File: src/rtl/seg_pkg.sv
// Shared seven-segment code constants and scan-decoder FSM state type.
// Latency: n/a (declarations only).
// Backpressure: n/a.
package seg_pkg;

   // Segment codes, bit0 = a ... bit6 = g, active-high
   localparam logic [6:0] SEG_0     = 7'h3F;
   localparam logic [6:0] SEG_1     = 7'h06;
   localparam logic [6:0] SEG_2     = 7'h5B;
   localparam logic [6:0] SEG_3     = 7'h4F;
   localparam logic [6:0] SEG_4     = 7'h66;
   localparam logic [6:0] SEG_5     = 7'h6D;
   localparam logic [6:0] SEG_6     = 7'h7D;
   localparam logic [6:0] SEG_7     = 7'h07;
   localparam logic [6:0] SEG_8     = 7'h7F;
   localparam logic [6:0] SEG_9     = 7'h6F;
   localparam logic [6:0] SEG_A     = 7'h77;
   localparam logic [6:0] SEG_B     = 7'h7C;
   localparam logic [6:0] SEG_C     = 7'h39;
   localparam logic [6:0] SEG_D     = 7'h5E;
   localparam logic [6:0] SEG_E     = 7'h79;
   localparam logic [6:0] SEG_F     = 7'h71;
   localparam logic [6:0] SEG_BLANK = 7'h00;

   // Scan FSM: IDLE = no usable select, SETTLE = one-hot select counting,
   // HOLD = digit captured, waiting for the sample to move
   typedef enum logic [1:0] {
      IDLE   = 2'd0,
      SETTLE = 2'd1,
      HOLD   = 2'd2
   } scan_state_t;

endpackage

File: src/rtl/seg7_to_hex.sv
// Seven-segment code to hex nibble lookup with recognised-pattern flag.
// Latency: combinational.
// Backpressure: none.
module seg7_to_hex
   import seg_pkg::*;
(
   input  logic [6:0] code,
   output logic [3:0] nibble,
   output logic       valid
);

   // Unrecognised codes (blank included) decode to 0 with valid low
   always_comb begin
      nibble = 4'h0;
      valid  = 1'b1;
      case (code)
         SEG_0:   nibble = 4'h0;
         SEG_1:   nibble = 4'h1;
         SEG_2:   nibble = 4'h2;
         SEG_3:   nibble = 4'h3;
         SEG_4:   nibble = 4'h4;
         SEG_5:   nibble = 4'h5;
         SEG_6:   nibble = 4'h6;
         SEG_7:   nibble = 4'h7;
         SEG_8:   nibble = 4'h8;
         SEG_9:   nibble = 4'h9;
         SEG_A:   nibble = 4'hA;
         SEG_B:   nibble = 4'hB;
         SEG_C:   nibble = 4'hC;
         SEG_D:   nibble = 4'hD;
         SEG_E:   nibble = 4'hE;
         SEG_F:   nibble = 4'hF;
         default: valid  = 1'b0;
      endcase
   end

endmodule

File: src/rtl/seg_scan_decoder.sv
// Rebuilds hex digits from a scanned seven-segment bus; pulses once per full frame.
// Latency: capture STABLE_CYCLES+1 edges after an input lands in sync stage 1.
// Backpressure: none; frame_valid and sel_error are single-cycle pulses.
module seg_scan_decoder
   import seg_pkg::*;
#(
   parameter int DIGITS         = 4,
   parameter int STABLE_CYCLES  = 8,
   parameter bit SEG_ACTIVE_LOW = 1'b0,
   parameter bit SEL_ACTIVE_LOW = 1'b0
) (
   input  logic                  clock,
   input  logic                  reset,
   input  logic [6:0]            segment_in,
   input  logic [DIGITS-1:0]     bytee_in,
   output logic [4*DIGITS-1:0]   digits_out,
   output logic [DIGITS-1:0]     digit_valid,
   output logic                  frame_valid,
   output logic                  sel_error
);

   // Counter value that, when unchanged for one more edge, completes the stable period
   localparam logic [7:0] CNT_PRE = 8'(STABLE_CYCLES - 2);
   localparam logic [7:0] CNT_MAX = 8'(STABLE_CYCLES - 1);

   logic [6:0]          seg_s1, seg_s2;
   logic [DIGITS-1:0]   sel_s1, sel_s2;
   logic [6:0]          seg_v;
   logic [DIGITS-1:0]   sel_v;
   logic [DIGITS+6:0]   prev_s;
   logic                changed;
   logic [7:0]          cnt;
   logic                sel_onehot;
   logic                sel_multi;

   scan_state_t         state, state_nxt;
   logic                capture;
   logic                sel_err_nxt;

   logic [3:0]          dec_nib;
   logic                dec_vld;

   logic [4*DIGITS-1:0] shadow_nib, shadow_nib_nxt;
   logic [DIGITS-1:0]   shadow_vld, shadow_vld_nxt;
   logic [DIGITS-1:0]   seen, seen_nxt;
   logic                frame_done;

   // Two-stage synchronizer on the asynchronous display lines
   always_ff @(posedge clock or negedge reset) begin
      if (!reset) begin
         seg_s1 <= '0;
         seg_s2 <= '0;
         sel_s1 <= '0;
         sel_s2 <= '0;
      end else begin
         seg_s1 <= segment_in;
         seg_s2 <= seg_s1;
         sel_s1 <= bytee_in;
         sel_s2 <= sel_s1;
      end
   end

   assign seg_v      = seg_s2 ^ {7{SEG_ACTIVE_LOW}};
   assign sel_v      = sel_s2 ^ {DIGITS{SEL_ACTIVE_LOW}};
   assign changed    = ({sel_v, seg_v} != prev_s);
   assign sel_onehot = (sel_v != '0) && ((sel_v & (sel_v - DIGITS'(1))) == '0);
   assign sel_multi  = (sel_v != '0) && !sel_onehot;

   // Stability counter: restarts on any sample change, saturates at the last count
   always_ff @(posedge clock or negedge reset) begin
      if (!reset) begin
         prev_s <= '0;
         cnt    <= '0;
      end else begin
         prev_s <= {sel_v, seg_v};
         if (changed)
            cnt <= '0;
         else if (cnt != CNT_MAX)
            cnt <= cnt + 8'd1;
      end
   end

   // FSM state register
   always_ff @(posedge clock or negedge reset) begin
      if (!reset)
         state <= IDLE;
      else
         state <= state_nxt;
   end

   // Next state, capture strobe and select-error strobe
   always_comb begin
      state_nxt   = state;
      capture     = 1'b0;
      sel_err_nxt = 1'b0;
      if (changed) begin
         state_nxt = sel_onehot ? SETTLE : IDLE;
      end else begin
         case (state)
            IDLE:    if (cnt == CNT_PRE && sel_multi) sel_err_nxt = 1'b1;
            SETTLE:  if (cnt == CNT_PRE) begin
                        state_nxt = HOLD;
                        capture   = 1'b1;
                     end
            HOLD:    state_nxt = HOLD;
            default: state_nxt = IDLE;
         endcase
      end
   end

   seg7_to_hex u_dec (
      .code   (seg_v),
      .nibble (dec_nib),
      .valid  (dec_vld)
   );

   // Shadow update for the selected digit; a repeat capture simply overwrites
   always_comb begin
      shadow_nib_nxt = shadow_nib;
      shadow_vld_nxt = shadow_vld;
      seen_nxt       = seen;
      if (capture) begin
         for (int i = 0; i < DIGITS; i++) begin
            if (sel_v[i]) begin
               shadow_nib_nxt[4*i +: 4] = dec_nib;
               shadow_vld_nxt[i]        = dec_vld;
            end
         end
         seen_nxt = seen | sel_v;
      end
   end

   assign frame_done = capture && (seen_nxt == '1);

   // Shadows, seen mask and published frame; completion publishes and restarts the mask
   always_ff @(posedge clock or negedge reset) begin
      if (!reset) begin
         shadow_nib  <= '0;
         shadow_vld  <= '0;
         seen        <= '0;
         digits_out  <= '0;
         digit_valid <= '0;
         frame_valid <= 1'b0;
         sel_error   <= 1'b0;
      end else begin
         shadow_nib  <= shadow_nib_nxt;
         shadow_vld  <= shadow_vld_nxt;
         frame_valid <= frame_done;
         sel_error   <= sel_err_nxt;
         if (frame_done) begin
            digits_out  <= shadow_nib_nxt;
            digit_valid <= shadow_vld_nxt;
            seen        <= '0;
         end else begin
            seen <= seen_nxt;
         end
      end
   end

endmodule

File: config.mk
export PLATFORM = sky130hd
export DESIGN_NAME = seg_scan_decoder
export DESIGN_NICKNAME = d
export VERILOG_FILES = /design/src/rtl/seg_pkg.sv /design/src/rtl/seg7_to_hex.sv /design/src/rtl/seg_scan_decoder.sv
export SDC_FILE = /design/constraint.sdc
export NUM_CORES = 1
export LEC_CHECK = 0
export CAP_MARGIN = 15
export CORE_MARGIN = 3
export CORE_UTILIZATION = 40
export CTS_BUF_LIST = sky130_fd_sc_hd__clkbuf_8
export DETAILED_ROUTE_END_ITERATION = 8
export GPL_ROUTABILITY_DRIVEN = 0
export SLEW_MARGIN = 20
export SYNTH_ARGS = -nofsm -noshare
export SYNTH_HDL_FRONTEND = slang
export SYNTH_HIERARCHICAL = 1
export SYNTH_SLANG_ARGS = --single-unit
export TNS_END_PERCENT = 1
File: constraint.sdc
create_clock -name clock -period 6.6 [get_ports clock]
set_input_delay 1.32 -clock clock [delete_from_list [all_inputs] [get_ports clock]]
set_output_delay 1.32 -clock clock [all_outputs]
set_load 0.02 [all_outputs]
==> metrics, run 1 <==
Cell Area, Placed 4217 um^2; #FFs+latches synth 89; clock transition at the registers of the reported paths 0.09 ns; post-route ant nets 0; power per cell area around 240 nW/um^2; DRT iter0 DRCs a little under 70; # rows 35; Area Growth Syn to Fin 17.06%; Max Slew Vio Count 0; post-cts gate resize count 0; fill cell count approximately 850; Post-Syn Area per Cell about 13 um^2; status complete, no violations; setup bufs post-CTS 0; Die ar. approximately 11000 um^2; Final Skew 0.01098 ns; Mapped Cells between 200 and 300; slowest cell on the critical path nor4_2; total core area roughly 9200 um^2; arrival time at the worst endpoint slightly above 3 ns; Synth top area share 0.5840; syn_nets slightly above 300; total track usage 0.1305; area of the mapped netlist 3814 um^2; CTS buffer count 9; DP HPWL around 4.4 mm; Final WS setup between 3 and 4 ns; I/O pin cnt 35; Setup Crit Path Kind register to register; Worst EP required 6.85 ns; leading area contributor after synthesis dfrtp_1; Nets 343; Vias around 2300; clock buffer depth 2; Tightest Pin Transition 0.8169 ns; Synth async-reset ratio 1.000; Final setup viols 0; post-layout min period 2.833 ns; drt drc 0; Seq/Total Area, Yosys 0.5840; Vias/cell around 5.0; n_diodes 0; Port Buffer Count 34; Leakage Power slightly below 2 nW; Setup TNS 0 ns; CP endpoint kind register; Yosys cell types 52; final period utilization 0.4292; Slowest Stage Delay on Critical Path roughly 0.68 ns; CP Launch Type register; Multi-input gate area roughly 1400 um^2; H-tree levels 3; share of layout cells above drive strength 1 0.2145; largest net degree at the start of global routing 53; CTS tree yes; critical-path cell list xor2_1 > nor4_2 > nand4_1 > nor4_4 > buf_4 > mux2_2; Yosys warnings 6; Min Hold Slack approximately 0.35 ns; Slew headroom 0.4485; initial antenna violation count 0; # hold bufs at CTS 0; CP Max Fanout 20; Most used DFF post-synth dfrtp_1; hold crit path type register to register; Initial Util 0.4127; Post-synth EDFFs 0; Hold Vio Cnt, Final 0; worst slack at placement roughly 3.8 ns; die height about 100 um; total clock sinks approximately 90; Synth area leaders dfrtp_1 (58%), mux2_2 (9.4%), xor2_1 (3.0%), buf_6 (2.1%), nor2_1 (1.8%); wire per inst around 14 um; storage element area between 2000 and 2500 um^2; root buffer cell clkbuf_8; post-detailed-routing wire length around 6.5 mm; post-route cell area 4464 um^2; Die Span X roughly 100 um; vias in the first global route around 2300; Fmax 0.3530 GHz; drt pass-1 iters 4; RSZ-0062 raised after global routing false; max-cap viol count 0; first-pass GRT wire length about 11 mm; GR Overflow Total 0; Pwr Total approximately 1.1 mW; Max IR drop VDD about 0.12 mV; Worst-Skew Late Latency 0.35 ns
## flip-flops by register name (all words and copies together), names as in the netlist
signal	flops
cnt	8
sel_s2	4
shadow_nib	16
sel_error	1
seg_s1	7
seg_s2	7
state	2
sel_s1	4
seen	4
prev_s	11
shadow_vld	4
frame_valid	1
digits_out	16
digit_valid	4
## layout by cell type, fill, tap and decap left out, drive strengths merged, types with 2 or more instances in the layout
cell type	n
clkbuf	9
nand2	12
a21oi	7
o22ai	2
inv	12
mux2i	2
nor2	18
nand4	5
a211oi	2
nand4b	3
or3	2
buf	3
nor2b	3
xor2	13
o21ai	7
or2	4
bufinv	3
nand3	7
xnor2	5
dfrtp	89
nor3	13
nor4b	4
nand2b	2
clkdlybuf4s50	33
a31oi	2
and3	2
ha	4
nor4	6
mux2	40
o211ai	2
## routing by layer
| layer | part of all wire | global-route usage | vias up |
|---|---|---|---|
| met2 | 0.48 | 0.2019 | 33 |
| met4 | 0.016 | 0.05983 | 0 |
| met3 | 0.028 | 0.02679 | 8 |
| met5 | 0 | 0 | - |
| met1 | 0.48 | 0.1777 | 1147 |
| li1 | - | - | 1108 |
## final cells by class
type                       count  area share
tap                          129     0.03615
inverter                       9    0.007567
sequential                    89      0.4989
clock buffer                   9     0.02775
clock inverter                 7     0.02775
multi-input combinational    181      0.3229
timing repair buffer          36     0.07904
## critical path: cells and delay by family (launching register included)
| family | cells | cell delay [ns] |
|---|---|---|
| AND/OR/NAND/NOR | 3 | 1.26 |
| flip-flops | 1 | 0.54 |
| multiplexers | 1 | 0.37 |
| buffers and inverters | 1 | 0.33 |
| XOR/XNOR | 1 | 0.22 |
## cell usage after synthesis (4+ instances only)
master and n:
a21oi_1 7, buf_6 7, dfrtp_1 89, ha_1 4, inv_1 9, mux2_1 5
mux2_2 32, nand2_1 12, nand3_1 7, nor2_1 18, nor3_1 13, o21ai_0 6
or2_2 4, xnor2_1 5, xor2_1 13
## report_power, final
part           leakage, nW  internal (mW)  switching (mW)
Clock                0.126          0.256           0.200
Sequential            1.17          0.555          0.0139
Combinational        0.675         0.0204          0.0292
Total                 1.97          0.832           0.244
## cells by family after synthesis
kind of cell | count (synthesis) | share of synthesized area
buf+inv | 21 | 0.03806
xor+xnor | 18 | 0.04134
fa+ha+maj | 5 | 0.01575
mux | 42 | 0.1263
flops | 89 | 0.5840
simple gates | 85 | 0.1381
compound gates | 31 | 0.05643
## per-stage QoR
step	util	cells
after floorplan	-	291
after global placement	0.4563	444
after detailed placement	0.4563	444
after CTS	0.4831	460
after global routing	0.4831	460
final	0.4831	460
## final timing paths
kind	slack (ns)	start	cells past startpoint	endpoint
max	3.77	seg_s2[0]	6	digits_out[15]
min reg2reg	0.35	seg_s1[1]	0	seg_s2[1]
min	0.35	seg_s1[1]	0	seg_s2[1]
max reg2reg	3.77	seg_s2[0]	6	digits_out[15]
max in group asynchronous	4.68	reset	2	shadow_nib[5]
min in group asynchronous	0.91	reset	1	sel_s2[0]
Note: power is estimated with default switching activity, not from simulation.
==> run 2, diff against run 1 <==
- clock period: 6.6 -> 2.7 ns (I/O delays scaled with it)
==> metrics, run 2 (synthesis gave the netlist of run 1 again) <==
clock transition at the registers of the reported paths 0.10 ns (about the same); Max Slew Vio Count 0 (unchanged); CP Max Fanout 11 (-45%); CTS tree yes; Vias 2345 (+2.1%); commonest non-fill, non-tap cell in the layout dfrtp_1; Slowest Stage Delay on Critical Path 0.56 ns (-0.12 ns); Nets 358 (+4.4%); Setup Crit Path Kind register to register; drt pass-1 iters 6 (+2); # rows 35 (unchanged); total track usage 0.1379 (+0.007371); Vias/cell 4.937 (-1.1%); GR Overflow Total 0 (unchanged); Setup TNS 0 ns (unchanged); wire per inst 14.21 um (+0.48%); Final WS setup 0.1988 ns (-3.569 ns); status complete, no violations; hold crit path type primary input to asynchronous set/reset pin; Die Span X 103.6 um (unchanged); Worst EP required 2.95 ns (-3.90 ns); post-cts gate resize count 0 (unchanged); Hold Vio Cnt, Final 0 (unchanged); CP endpoint digit_valid[0]; H-tree levels 3 (unchanged); Worst setup startpoint cnt[4]; CTS buffer count 9 (unchanged); Min Hold Slack 0.09229 ns (-0.2577 ns); Leakage Power 2.027 nW (+3.1%); CP Launch Type register; flop2flop setup slack 0.20 ns (-3.57 ns); slowest cell on the critical path or4_4; share of layout cells above drive strength 1 0.2486 (+0.03405); post-route ant nets 0 (unchanged); Die ar. 10740 um^2 (unchanged); critical-path cell list or4_4 > nor4_4 > a21oi_1 > nor4_4 > buf_4 > mux2_2; worst slack at placement 0.09303 ns (-3.665 ns); Reg-to-Reg End digit_valid[0]; Slew headroom 0.3277 (-0.1207); worst r2r path cells 6 (unchanged); post-detailed-routing wire length 6.748 mm (+3.8%); largest net degree at the start of global routing 64 (+21%); # hold bufs at CTS 0 (unchanged); Worst-Skew Late Latency 0.36 ns (about the same); Tightest Pin Transition 0.9957 ns (+0.1788 ns); Port Buffer Count 34 (unchanged); post-layout min period 2.501 ns (-0.3314 ns); drt drc 0 (unchanged); Final Skew 0.01123 ns (+0.0002535 ns); I/O pin cnt 35 (unchanged); total core area 9240 um^2 (unchanged); DP HPWL 4.667 mm (+5.5%); Fmax 0.3998 GHz (+13%); final period utilization 0.9264 (+0.4972); CP endpoint kind register; Area Growth Syn to Fin 19.65%; most frequent cells in the layout dfrtp_1 (89), clkdlybuf4s50_1 (33), mux2_2 (32); clock buffer depth 2 (unchanged); RSZ-0062 raised after global routing false; vias in the first global route 2482 (+6.7%); RR Startpoint cnt[4]; initial antenna violation count 0 (unchanged); arrival time at the worst endpoint 2.75 ns (-0.33 ns); die height 103.6 um (unchanged); Max IR drop VDD 0.2694 mV (+130%); setup bufs post-CTS 0 (unchanged); leading registers by flop count digits_out x16, shadow_nib x16, prev_s x11; first-pass GRT wire length 11.98 mm (+5.5%); root buffer cell clkbuf_8; CP dominant cell by count nor4_4; max-cap viol count 0 (unchanged); n_diodes 0 (unchanged); DRT iter0 DRCs 105 (+52%); total clock sinks 89 (unchanged); Initial Util 0.4127 (unchanged); power per cell area 549.1 nW/um^2 (+130%); Final setup viols 0 (unchanged)
[run 2: cell count changes in the layout (fill, tap and decap cells not counted), sizes merged]
cell	previous run	this run
clkinv	1	3
bufinv	3	1
buf	3	18
[run 2: worst min-delay path by stage]
stage | startpoint | endpoint | slack (ns) | depth (start not counted)
floorplan | reset | cnt[0] | 0.24 | 0
global placement | seg_s1[6] | seg_s2[6] | 0.33 | 0
detailed placement | sel_s1[3] | sel_s2[3] | 0.33 | 0
CTS | reset | cnt[3] | 0.09 | 1
global route | reset | shadow_nib[7] | 0.09 | 1
finish | reset | cnt[3] | 0.09 | 1
[run 2: metrics by stage]
stage / power, mW / instances / util / cell area [um^2]
floorplan: 1.488 / 291 / - / 3814
global placement: 1.553 / 459 / 0.4699 / 4342
detailed placement: 1.556 / 459 / 0.4699 / 4342
CTS: 2.544 / 475 / 0.4938 / 4563
global route: 2.629 / 475 / 0.4938 / 4563
finish: 2.506 / 475 / 0.4938 / 4563
[run 2: area by class of cell]
cell class	instances	area [um^2]
Inverter	9	33.78
Clock buffer	9	123.9
Timing Repair Buffer	51	478.0
Clock inverter	7	97.59
Fill cell	845	4677
Sequential cell	89	2227
Multi-Input combinational cell	181	1441
Tap cell	129	161.4
[run 2: critical path: cells and delay by family (launching register included)]
| family | cells | cell delay [ns] |
|---|---|---|
| AO/OA/AOI/OAI | 1 | 0.19 |
| AND/OR/NAND/NOR | 3 | 1.17 |
| flip-flops | 1 | 0.43 |
| buffers and inverters | 1 | 0.25 |
| multiplexers | 1 | 0.35 |
[run 2: layer usage]
| layer | vias to the layer above | global-route usage | wire [um] |
|---|---|---|---|
| li1 | 1140 | - | - |
| met1 | 1145 | 0.1842 | 3192 |
| met2 | 45 | 0.2126 | 3122 |
| met3 | 15 | 0.02991 | 239 |
| met4 | 0 | 0.07028 | 193 |
| met5 | - | 0 | 0 |
[run 2: power breakdown]
group          internal, mW  switching [mW]
registers              1.36          0.0212
clock network         0.458           0.521
logic                0.0598          0.0876
